### src/rtl/mem_load_unit_pkg.sv
// Shared encodings for the load unit: load types, exception codes, FSM states.
// The alignment helper is only consulted when MEM_LOAD_ALIGN_CHECK_EN is defined.
package mem_load_unit_pkg;

  localparam logic [2:0] LD_NONE  = 3'd0;
  localparam logic [2:0] LD_WORD  = 3'd1;
  localparam logic [2:0] LD_HALF  = 3'd2;
  localparam logic [2:0] LD_HALFU = 3'd3;
  localparam logic [2:0] LD_BYTE  = 3'd4;
  localparam logic [2:0] LD_BYTEU = 3'd5;

  localparam logic [1:0] EXC_NONE = 2'b00;
  localparam logic [1:0] EXC_ADEL = 2'b01;
  localparam logic [1:0] EXC_BUS  = 2'b10;

  localparam logic [1:0] S_IDLE = 2'd0;
  localparam logic [1:0] S_WAIT = 2'd1;
  localparam logic [1:0] S_DONE = 2'd2;

  function automatic logic is_misaligned(input logic [2:0] ld_type, input logic [1:0] off);
    logic bad;
    bad = 1'b0;
    if (ld_type == LD_WORD && off != 2'b00) bad = 1'b1;
    if ((ld_type == LD_HALF || ld_type == LD_HALFU) && off[0]) bad = 1'b1;
    return bad;
  endfunction

endpackage

### src/rtl/mem_load_unit_extract.sv
// load_extract: selects the addressed byte/halfword/word out of a raw memory
// word and zero- or sign-extends it to 32 bits. Purely combinational.
module load_extract
  import mem_load_unit_pkg::*;
(
  input  logic [31:0] rd_data_i,
  input  logic [1:0]  off_i,
  input  logic [2:0]  type_i,
  output logic [31:0] data_o
);

  logic [7:0]  byte_sel;
  logic [15:0] half_sel;

  assign byte_sel = rd_data_i[{off_i, 3'b000} +: 8];
  // Halfword loads only look at off[1]; off[0] is an alignment concern, not a select.
  assign half_sel = off_i[1] ? rd_data_i[31:16] : rd_data_i[15:0];

  // NOTE: every path assigns data_o, starting with a default, so no latch is inferred.
  always_comb begin
    data_o = '0;
    case (type_i)
      LD_WORD:  data_o = rd_data_i;
      LD_HALF:  data_o = {{16{half_sel[15]}}, half_sel};
      LD_HALFU: data_o = {16'h0000, half_sel};
      LD_BYTE:  data_o = {{24{byte_sel[7]}}, byte_sel};
      LD_BYTEU: data_o = {24'h000000, byte_sel};
      default:  data_o = '0;
    endcase
  end

endmodule

### src/rtl/mem_load_unit.sv
// MEM-stage load unit: accepts a load, waits for read data (with timeout),
// extracts/extends it and holds the result until writeback takes it.
// Optional misaligned-load (AdEL) detection: define MEM_LOAD_ALIGN_CHECK_EN.
module mem_load_unit
  import mem_load_unit_pkg::*;
#(
  parameter int unsigned TIMEOUT = 16,
  parameter int unsigned CNT_W   = 5
) (
  input  logic        clk,
  input  logic        reset,
  input  logic        req_valid,
  output logic        req_ready,
  input  logic [1:0]  req_off,
  input  logic [2:0]  req_type,
  input  logic        rd_valid,
  input  logic [31:0] rd_data,
  output logic        ld_valid,
  input  logic        ld_ready,
  output logic [31:0] ld_data,
  output logic [1:0]  ld_exc,
  output logic        busy
);

  localparam logic [CNT_W-1:0] CNT_LAST = CNT_W'(TIMEOUT - 1);

  logic [1:0]       state_q, state_d;
  logic [CNT_W-1:0] cnt_q, cnt_d;
  logic [1:0]       off_q, off_d;
  logic [2:0]       type_q, type_d;
  logic [31:0]      data_q, data_d;
  logic [1:0]       exc_q, exc_d;
  logic             valid_q, valid_d;

  logic        accept;
  logic        misalign;
  logic [1:0]  ext_off;
  logic [2:0]  ext_type;
  logic [31:0] ext_data;

  assign req_ready = (state_q == S_IDLE) || ((state_q == S_DONE) && ld_ready);
  assign accept    = req_valid && req_ready && (req_type != LD_NONE);

`ifdef MEM_LOAD_ALIGN_CHECK_EN
  assign misalign = is_misaligned(req_type, req_off);
`else
  assign misalign = 1'b0;
`endif

  // One extractor serves both capture paths: live request in the accept
  // cycle, registered offset/type while waiting.
  assign ext_off  = (state_q == S_WAIT) ? off_q  : req_off;
  assign ext_type = (state_q == S_WAIT) ? type_q : req_type;

  load_extract u_extract (
    .rd_data_i (rd_data),
    .off_i     (ext_off),
    .type_i    (ext_type),
    .data_o    (ext_data)
  );

  always_comb begin
    state_d = state_q;
    cnt_d   = cnt_q;
    off_d   = off_q;
    type_d  = type_q;
    data_d  = data_q;
    exc_d   = exc_q;
    valid_d = valid_q;

    case (state_q)
      S_IDLE: ;
      S_WAIT: begin
        if (rd_valid) begin
          data_d  = ext_data;
          exc_d   = EXC_NONE;
          valid_d = 1'b1;
          state_d = S_DONE;
        end else if (cnt_q == CNT_LAST) begin
          data_d  = '0;
          exc_d   = EXC_BUS;
          valid_d = 1'b1;
          state_d = S_DONE;
        end else begin
          cnt_d = cnt_q + 1'b1;
        end
      end
      S_DONE: begin
        if (ld_ready) begin
          valid_d = 1'b0;
          state_d = S_IDLE;
        end
      end
      default: begin
        valid_d = 1'b0;
        state_d = S_IDLE;
      end
    endcase

    // A new accept (from IDLE, or from DONE as the result drains) overrides
    // the drain above so back-to-back loads see no bubble.
    if (accept) begin
      off_d  = req_off;
      type_d = req_type;
      if (misalign) begin
        data_d  = '0;
        exc_d   = EXC_ADEL;
        valid_d = 1'b1;
        state_d = S_DONE;
      end else if (rd_valid) begin
        data_d  = ext_data;
        exc_d   = EXC_NONE;
        valid_d = 1'b1;
        state_d = S_DONE;
      end else begin
        cnt_d   = '0;
        valid_d = 1'b0;
        state_d = S_WAIT;
      end
    end
  end

  // NOTE: state registers use non-blocking assignments so every flop samples
  // the pre-edge value of every other flop.
  always_ff @(posedge clk or negedge reset) begin
    if (!reset) begin
      state_q <= S_IDLE;
      cnt_q   <= '0;
      off_q   <= '0;
      type_q  <= LD_NONE;
      data_q  <= '0;
      exc_q   <= EXC_NONE;
      valid_q <= 1'b0;
    end else begin
      state_q <= state_d;
      cnt_q   <= cnt_d;
      off_q   <= off_d;
      type_q  <= type_d;
      data_q  <= data_d;
      exc_q   <= exc_d;
      valid_q <= valid_d;
    end
  end

  assign ld_valid = valid_q;
  assign ld_data  = data_q;
  assign ld_exc   = exc_q;
  assign busy     = (state_q != S_IDLE);

endmodule
### config.mk
export PLATFORM = sky130hd
export DESIGN_NAME = mem_load_unit
export DESIGN_NICKNAME = d
export VERILOG_FILES = /design/src/rtl/mem_load_unit_pkg.sv /design/src/rtl/mem_load_unit_extract.sv /design/src/rtl/mem_load_unit.sv
export SDC_FILE = /design/constraint.sdc
export NUM_CORES = 1
export LEC_CHECK = 0
export ABC_AREA = 1
export BUFFER_PORTS_ARGS = -buffer_cell sky130_fd_sc_hd__buf_2
export CAP_MARGIN = 40
export CORE_ASPECT_RATIO = 0.8
export CORE_MARGIN = 2
export CORE_UTILIZATION = 30
export DETAILED_ROUTE_END_ITERATION = 7
export SYNTH_ARGS = -nofsm -noshare
export SYNTH_HDL_FRONTEND = slang
export SYNTH_HIERARCHICAL = 1
export SYNTH_SLANG_ARGS = --single-unit
### constraint.sdc
create_clock -name clk -period 2 [get_ports clk]
set_input_delay 0.2 -clock clk [delete_from_list [all_inputs] [get_ports clk]]
set_output_delay 0.2 -clock clk [all_outputs]
set_load 0.01 [all_outputs]
==> impl_metrics.tcl, run 1 <==
set metrics [dict create \
    drt_wl_total_um 8700 \
    fp.dieH_um 92.4 \
    required_ns 2.23 \
    synth.avg_cell_area_sq_um 7.32 \
    grt_max_degree 47 \
    hp-start "req_off[0]" \
    synth_seq_area_share_pct 39.3 \
    setup_slack_ns 0.158 \
    power.density_nw_per_um2 1040 \
    hpwl_um 6340 \
    crit_arrival_ns 2.07 \
    clk_latency_ns 0.29 \
    hold_depth 3 \
    cts_max_path_buffers 2 \
    r2r_setup_slack_ns 0.16 \
    slew_headroom_pct 71.1 \
    drt-pass1-iter-count 5 \
    yosysWarnings 6 \
    drt_first_iter_violations 173 \
    diodes 0 \
    wl_per_cell_um 14.4 \
    place_congestion 0.889 \
    p_total_mw 3.86 \
    hold_class "input pin to register" \
    critical_path_class "register to register" \
    cp-end-kind "register" \
    placed_area_sq_um 3440 \
    fin_crit_sh_pct 92.1 \
    via_per_inst 4.89 \
    hold_viol 0 \
    setup_viol_count_final 0 \
    synth_nets 443 \
    initial_utilization_pct 30.6 \
    cts_htree_levels 2 \
    maxSlewViolCount 0 \
    clkSinkCount 46 \
    drv_cap 0 \
    dieArea_sq_um 10600 \
    postRouteAntennaNets 0 \
    worst_hold_slack_ns 0.214 \
    fillers 1025 \
    ctsRootBufferMaster "clkbuf_16" \
    drcViolationCount 0 \
    outcome "complete, no violations" \
    syn2layout_area_growth_pct 27.1 \
    track_usage_pct 16.5 \
    fin_nets 527 \
    port_buffers 78 \
    numCtsBuffers 5 \
    r2r-end "ld_data[25]" \
    period_needed_ns 1.84 \
    r2r-start "state_q[0]" \
    worstRegToRegCells 12 \
    antenna_found_initial 0 \
    core_sq_um 9570 \
    grt_overflow 0 \
    p_leak_nw 2.19 \
    finalNonFillerCells 604 \
    grt_pass1_wl_um 13900 \
    crit_start "state_q[0]" \
    drive_above_1_share_pct 31.1 \
    cts_tree "built" \
    vias 2956 \
    die_x_um 114 \
    ys_types 25 \
    clk_pin_slew_ns 0.06 \
    ys_ff_latch 46 \
    cp_max_fo 8 \
    finClkSkew_ns 0.00587 \
    grt_pass1_vias 2817 \
    hold-path-endpoint "off_q[0]" \
    core.rowCount 32 \
    start_kind "register" \
    syn-cell-area_sq_um 2930 \
    place_ws_ns -0.0227 \
    worst_slew_pin_slew_ns 0.429 \
    timing.fmax_mhz 543 \
    fin_area_sq_um 3720 \
    dp.cells 589 \
    ios 79 \
    synth_cells 400 \
    ir_worst_vdd_v 0.000349 \
]
-- cell families after synthesis --
family | after synthesis | share of synthesized area (%)
and+or+nand+nor | 291 | 47.7
buffers and inverters | 46 | 9.23
DFF | 46 | 39.3
AOI/OAI and AO/OA | 15 | 3.08
xor gates and xnor gates | 1 | 0.299
adders and majority gates | 1 | 0.427
-- area by class of cell --
cell class / instances / area, sq um / area share, %
multi-input combinational: 309 / 1550 / 41.7
sequential: 46 / 1150 / 30.9
timing repair buffer: 101 / 619 / 16.6
tap: 119 / 149 / 4.00
clock buffer: 5 / 125 / 3.36
inverter: 21 / 83.8 / 2.25
clock inverter: 3 / 43.8 / 1.18
-- Yosys cell counts --
library cell	n	area, sq um
dfrtp_1	46	1150
nand3b_4	1	20.0
or2_2	1	6.26
o21ai_2	1	8.76
nand2_1	160	601
xnor2_1	1	8.76
nand2_4	1	11.3
buf_2	13	65.1
nand4_2	2	25.0
nor2_2	3	18.8
nor2_4	1	11.3
inv_2	2	7.51
nand2_2	4	25.0
inv_1	18	67.6
a21oi_1	2	10.0
inv_4	1	6.26
nand3_2	19	190
a21oi_4	1	16.3
nand4_1	1	6.26
ha_1	1	12.5
buf_6	9	101
nand3_1	91	455
o21ai_0	11	55.1
nor2_1	7	26.3
buf_4	3	22.5
-- per-stage QoR --
| step | util, % | setup TNS [ns] |
|---|---|---|
| after global placement | 36.0 | 0 |
| after detailed placement | 36.0 | -0.0376 |
| final | 38.9 | 0 |
| after CTS | 37.9 | 0 |
| after global routing | 38.9 | -0.000664 |
| after floorplan | - | 0 |
-- power by group --
part | internal, mW | switching [mW] | leakage, nW | total, mW
Combinational | 0.616 | 0.881 | 1.50 | 1.50
Clock | 0.592 | 0.367 | 0.0842 | 0.959
Sequential | 1.21 | 0.189 | 0.607 | 1.40
-- per-layer routing --
metal  up-vias  track usage, %  wire length (um)
li1       1474               -                 -
met1      1370            24.0              4230
met2       100            24.9              3810
met3        12            3.60               563
met4         0            4.17                89
met5         -               0                 0
-- worst max path at each step --
stage	to	slack [ns]	cells past startpoint
6_report	ld_data[25]	0.16	12
5_1_grt	ld_data[0]	-0.0007	13
4_1_cts	ld_data[28]	0.06	10
3_5_place_dp	ld_data[28]	-0.02	11
3_3_place_gp	ld_data[28]	0.06	11
2_1_floorplan	ld_data[12]	0.07	10
-- worst max-delay path: stages, from the launching register on --
cell and delay (ns):
dfrtp_1 0.36, inv_2 0.07, nor2_4 0.20, buf_6 0.13, nand2_1 0.04, o21ai_1 0.09
inv_2 0.08, nor2_4 0.24, buf_12 0.14, nand3b_4 0.14, nand3_1 0.12, nand3_1 0.08
nand2_1 0.08
-- timing repair --
item | in CTS | in global routing
hold buffers | 1 | 0
pin swaps | 0 | 6
cloned | 0 | 1
endpoints found under the setup margin | 11 | 32
setup buffers | 0 | 5
resized for setup | 1 | 10
endpoints found under the hold margin | 46 | 0
-- placed cells by master, fill, tap and decap left out --
cell             n
clkbuf_16        5
xnor2_1          1
o21ai_0          9
nand4_2          2
inv_1           16
bufinv_16        1
nor2_4           2
buf_4           17
nand2_2          5
buf_12           4
ha_1             1
nand3_2         20
o21ai_4          1
dlygate4sd3_1    1
inv_6            1
nor2_2           2
dfrtp_1         46
nand2_4          1
nand4_1          1
o21ai_2          1
or2_2            1
buf_6            1
clkinv_2         1
inv_2            4
nor2_1           7
nand3b_4         2
nand2_1        159
clkinv_4         1
buf_2           78
o21ai_1          1
nand3_1         90
a21oi_1          2
a21oi_4          1
(Power assumes the default switching activity.)
==> inputs of run 2 (changes only) <==
==> constraint.sdc (replaced) <==
create_clock -name clk -period 1.9 [get_ports clk]
set_input_delay 0.19 -clock clk [delete_from_list [all_inputs] [get_ports clk]]
set_output_delay 0.19 -clock clk [all_outputs]
set_load 0.01 [all_outputs]
==> impl_metrics.tcl, run 2 (synthesis gave the netlist of run 1 again) <==
set metrics [dict create \
    outcome "complete, no violations" \
    cp_max_fo 6 \
    port_buffers 78 \
    numCtsBuffers 5 \
    fin_setup_tns_ns 0 \
    p_leak_nw 2.33 \
    final_util_pct 41.6 \
    crit_arrival_ns 2.09 \
    fin_crit_sh_pct 97.3 \
    grt_pass1_vias 2851 \
    maxSlewViolCount 0 \
    antenna_found_initial 0 \
    fin_area_sq_um 3980 \
    hpwl_um 6220 \
    rsz0062_at_grt "yes" \
    clkSinkCount 46 \
    fp.dieH_um 92.4 \
    crit_start "state_q[0]" \
    setup_viol_count_final 0 \
    die_x_um 114 \
    hold_class "input pin to register" \
    r2r_setup_slack_ns 0.05 \
    cts_htree_levels 2 \
    drv_cap 0 \
    r2r-end "ld_data[12]" \
    finalNonFillerCells 612 \
    layout_common_cells "nand2_1, nand3_1, buf_2, dfrtp_1, nand3_2" \
    period_needed_ns 1.85 \
    cts_max_path_buffers 2 \
    initial_utilization_pct 30.6 \
    vias 3107 \
    diodes 0 \
    drt-pass1-iter-count 5 \
    fin_nets 535 \
    layout_commonest_cell "nand2_1" \
    hold_viol 0 \
    ios 79 \
    cp-end-kind "register" \
    core_sq_um 9570 \
    worst_hold_slack_ns 0.222 \
    place_ws_ns 0.0278 \
    slew_headroom_pct 59.7 \
    worst_slew_pin_slew_ns 0.605 \
    drcViolationCount 0 \
    required_ns 2.14 \
    syn2layout_area_growth_pct 36.0 \
    setup_slack_ns 0.0505 \
    grt_pass1_wl_um 14100 \
    ir_worst_vdd_v 0.000409 \
    power.density_nw_per_um2 1040 \
    clk_pin_slew_ns 0.08 \
    core.rowCount 32 \
    placed_area_sq_um 3460 \
    start_kind "register" \
    wl_per_cell_um 15.8 \
    track_usage_pct 16.9 \
    r2r-start "state_q[0]" \
    place_congestion 0.844 \
    critical_path_class "register to register" \
    ctsRootBufferMaster "clkbuf_16" \
    p_total_mw 4.16 \
    dieArea_sq_um 10600 \
    worstRegToRegCells 13 \
    postRouteAntennaNets 0 \
    dp.cells 590 \
    grt_max_degree 34 \
    timing.fmax_mhz 541 \
    via_per_inst 5.08 \
    clk_latency_ns 0.30 \
    crit_path_end "ld_data[12]" \
    drt_wl_total_um 9670 \
    drt_first_iter_violations 332 \
    drive_above_1_share_pct 35.7 \
    cts_tree "built" \
    finClkSkew_ns 0.0143 \
    grt_overflow 0 \
]
==> run 2: what timing repair did <==
| action | CTS | global route |
|---|---|---|
| setup endpoints to repair | 0 | 31 |
| gates resized for setup | 0 | 44 |
| hold buffers | 1 | 0 |
| setup buffers | 0 | 6 |
| endpoints found under the hold margin | 24 | 0 |
==> run 2: worst min-delay path by stage <==
stage | startpoint | depth (start not counted) | slack, ns | end
3_5_place_dp | reset | 1 | 0.23 | ld_data[4]
4_1_cts | req_type[0] | 3 | 0.21 | type_q[0]
5_1_grt | ld_ready | 4 | 0.24 | state_q[1]
3_3_place_gp | reset | 1 | 0.23 | ld_data[2]
2_1_floorplan | reset | 0 | -0.11 | async pin
6_report | ld_ready | 4 | 0.22 | state_q[1]
==> run 2: power by group <==
part / internal [mW] / switching [mW] / leakage [nW] / total (mW)
clock: 0.493 / 0.421 / 0.0664 / 0.914
combinational: 0.751 / 1.03 / 1.65 / 1.78
sequential: 1.28 / 0.190 / 0.607 / 1.47
total: 2.52 / 1.64 / 2.33 / 4.16
==> run 2: cell type report <==
cell class	count	area (sq um)
clock buffers	5	125
clock inverters	3	23.8
fillers	978	5590
inverters	21	81.3
multi-input cells	309	1680
flip-flops and latches	46	1150
well taps	119	149
repair buffers	109	772
==> run 2: worst max-delay path, cell delays in order (launching register included) <==
cell	delay, ns
dfrtp_1	0.36
inv_2	0.06
nor2_4	0.17
buf_4	0.16
o21ai_2	0.06
inv_2	0.08
buf_4	0.12
nand2_4	0.08
nor2_4	0.12
nand3_4	0.15
clkbuf_16	0.20
nand3_1	0.07
nand3_1	0.08
nand2_1	0.08
==> run 2: per-layer routing <==
layer | vias to the layer above | global-route usage [%] | wire (um) | part of all wire (%)
li1 | 1485 | - | - | -
met1 | 1486 | 23.4 | 4470 | 46
met2 | 123 | 26.2 | 4280 | 44
met3 | 13 | 4.32 | 795 | 8.2
met4 | 0 | 4.27 | 125 | 1.3
met5 | - | 0 | 0 | 0
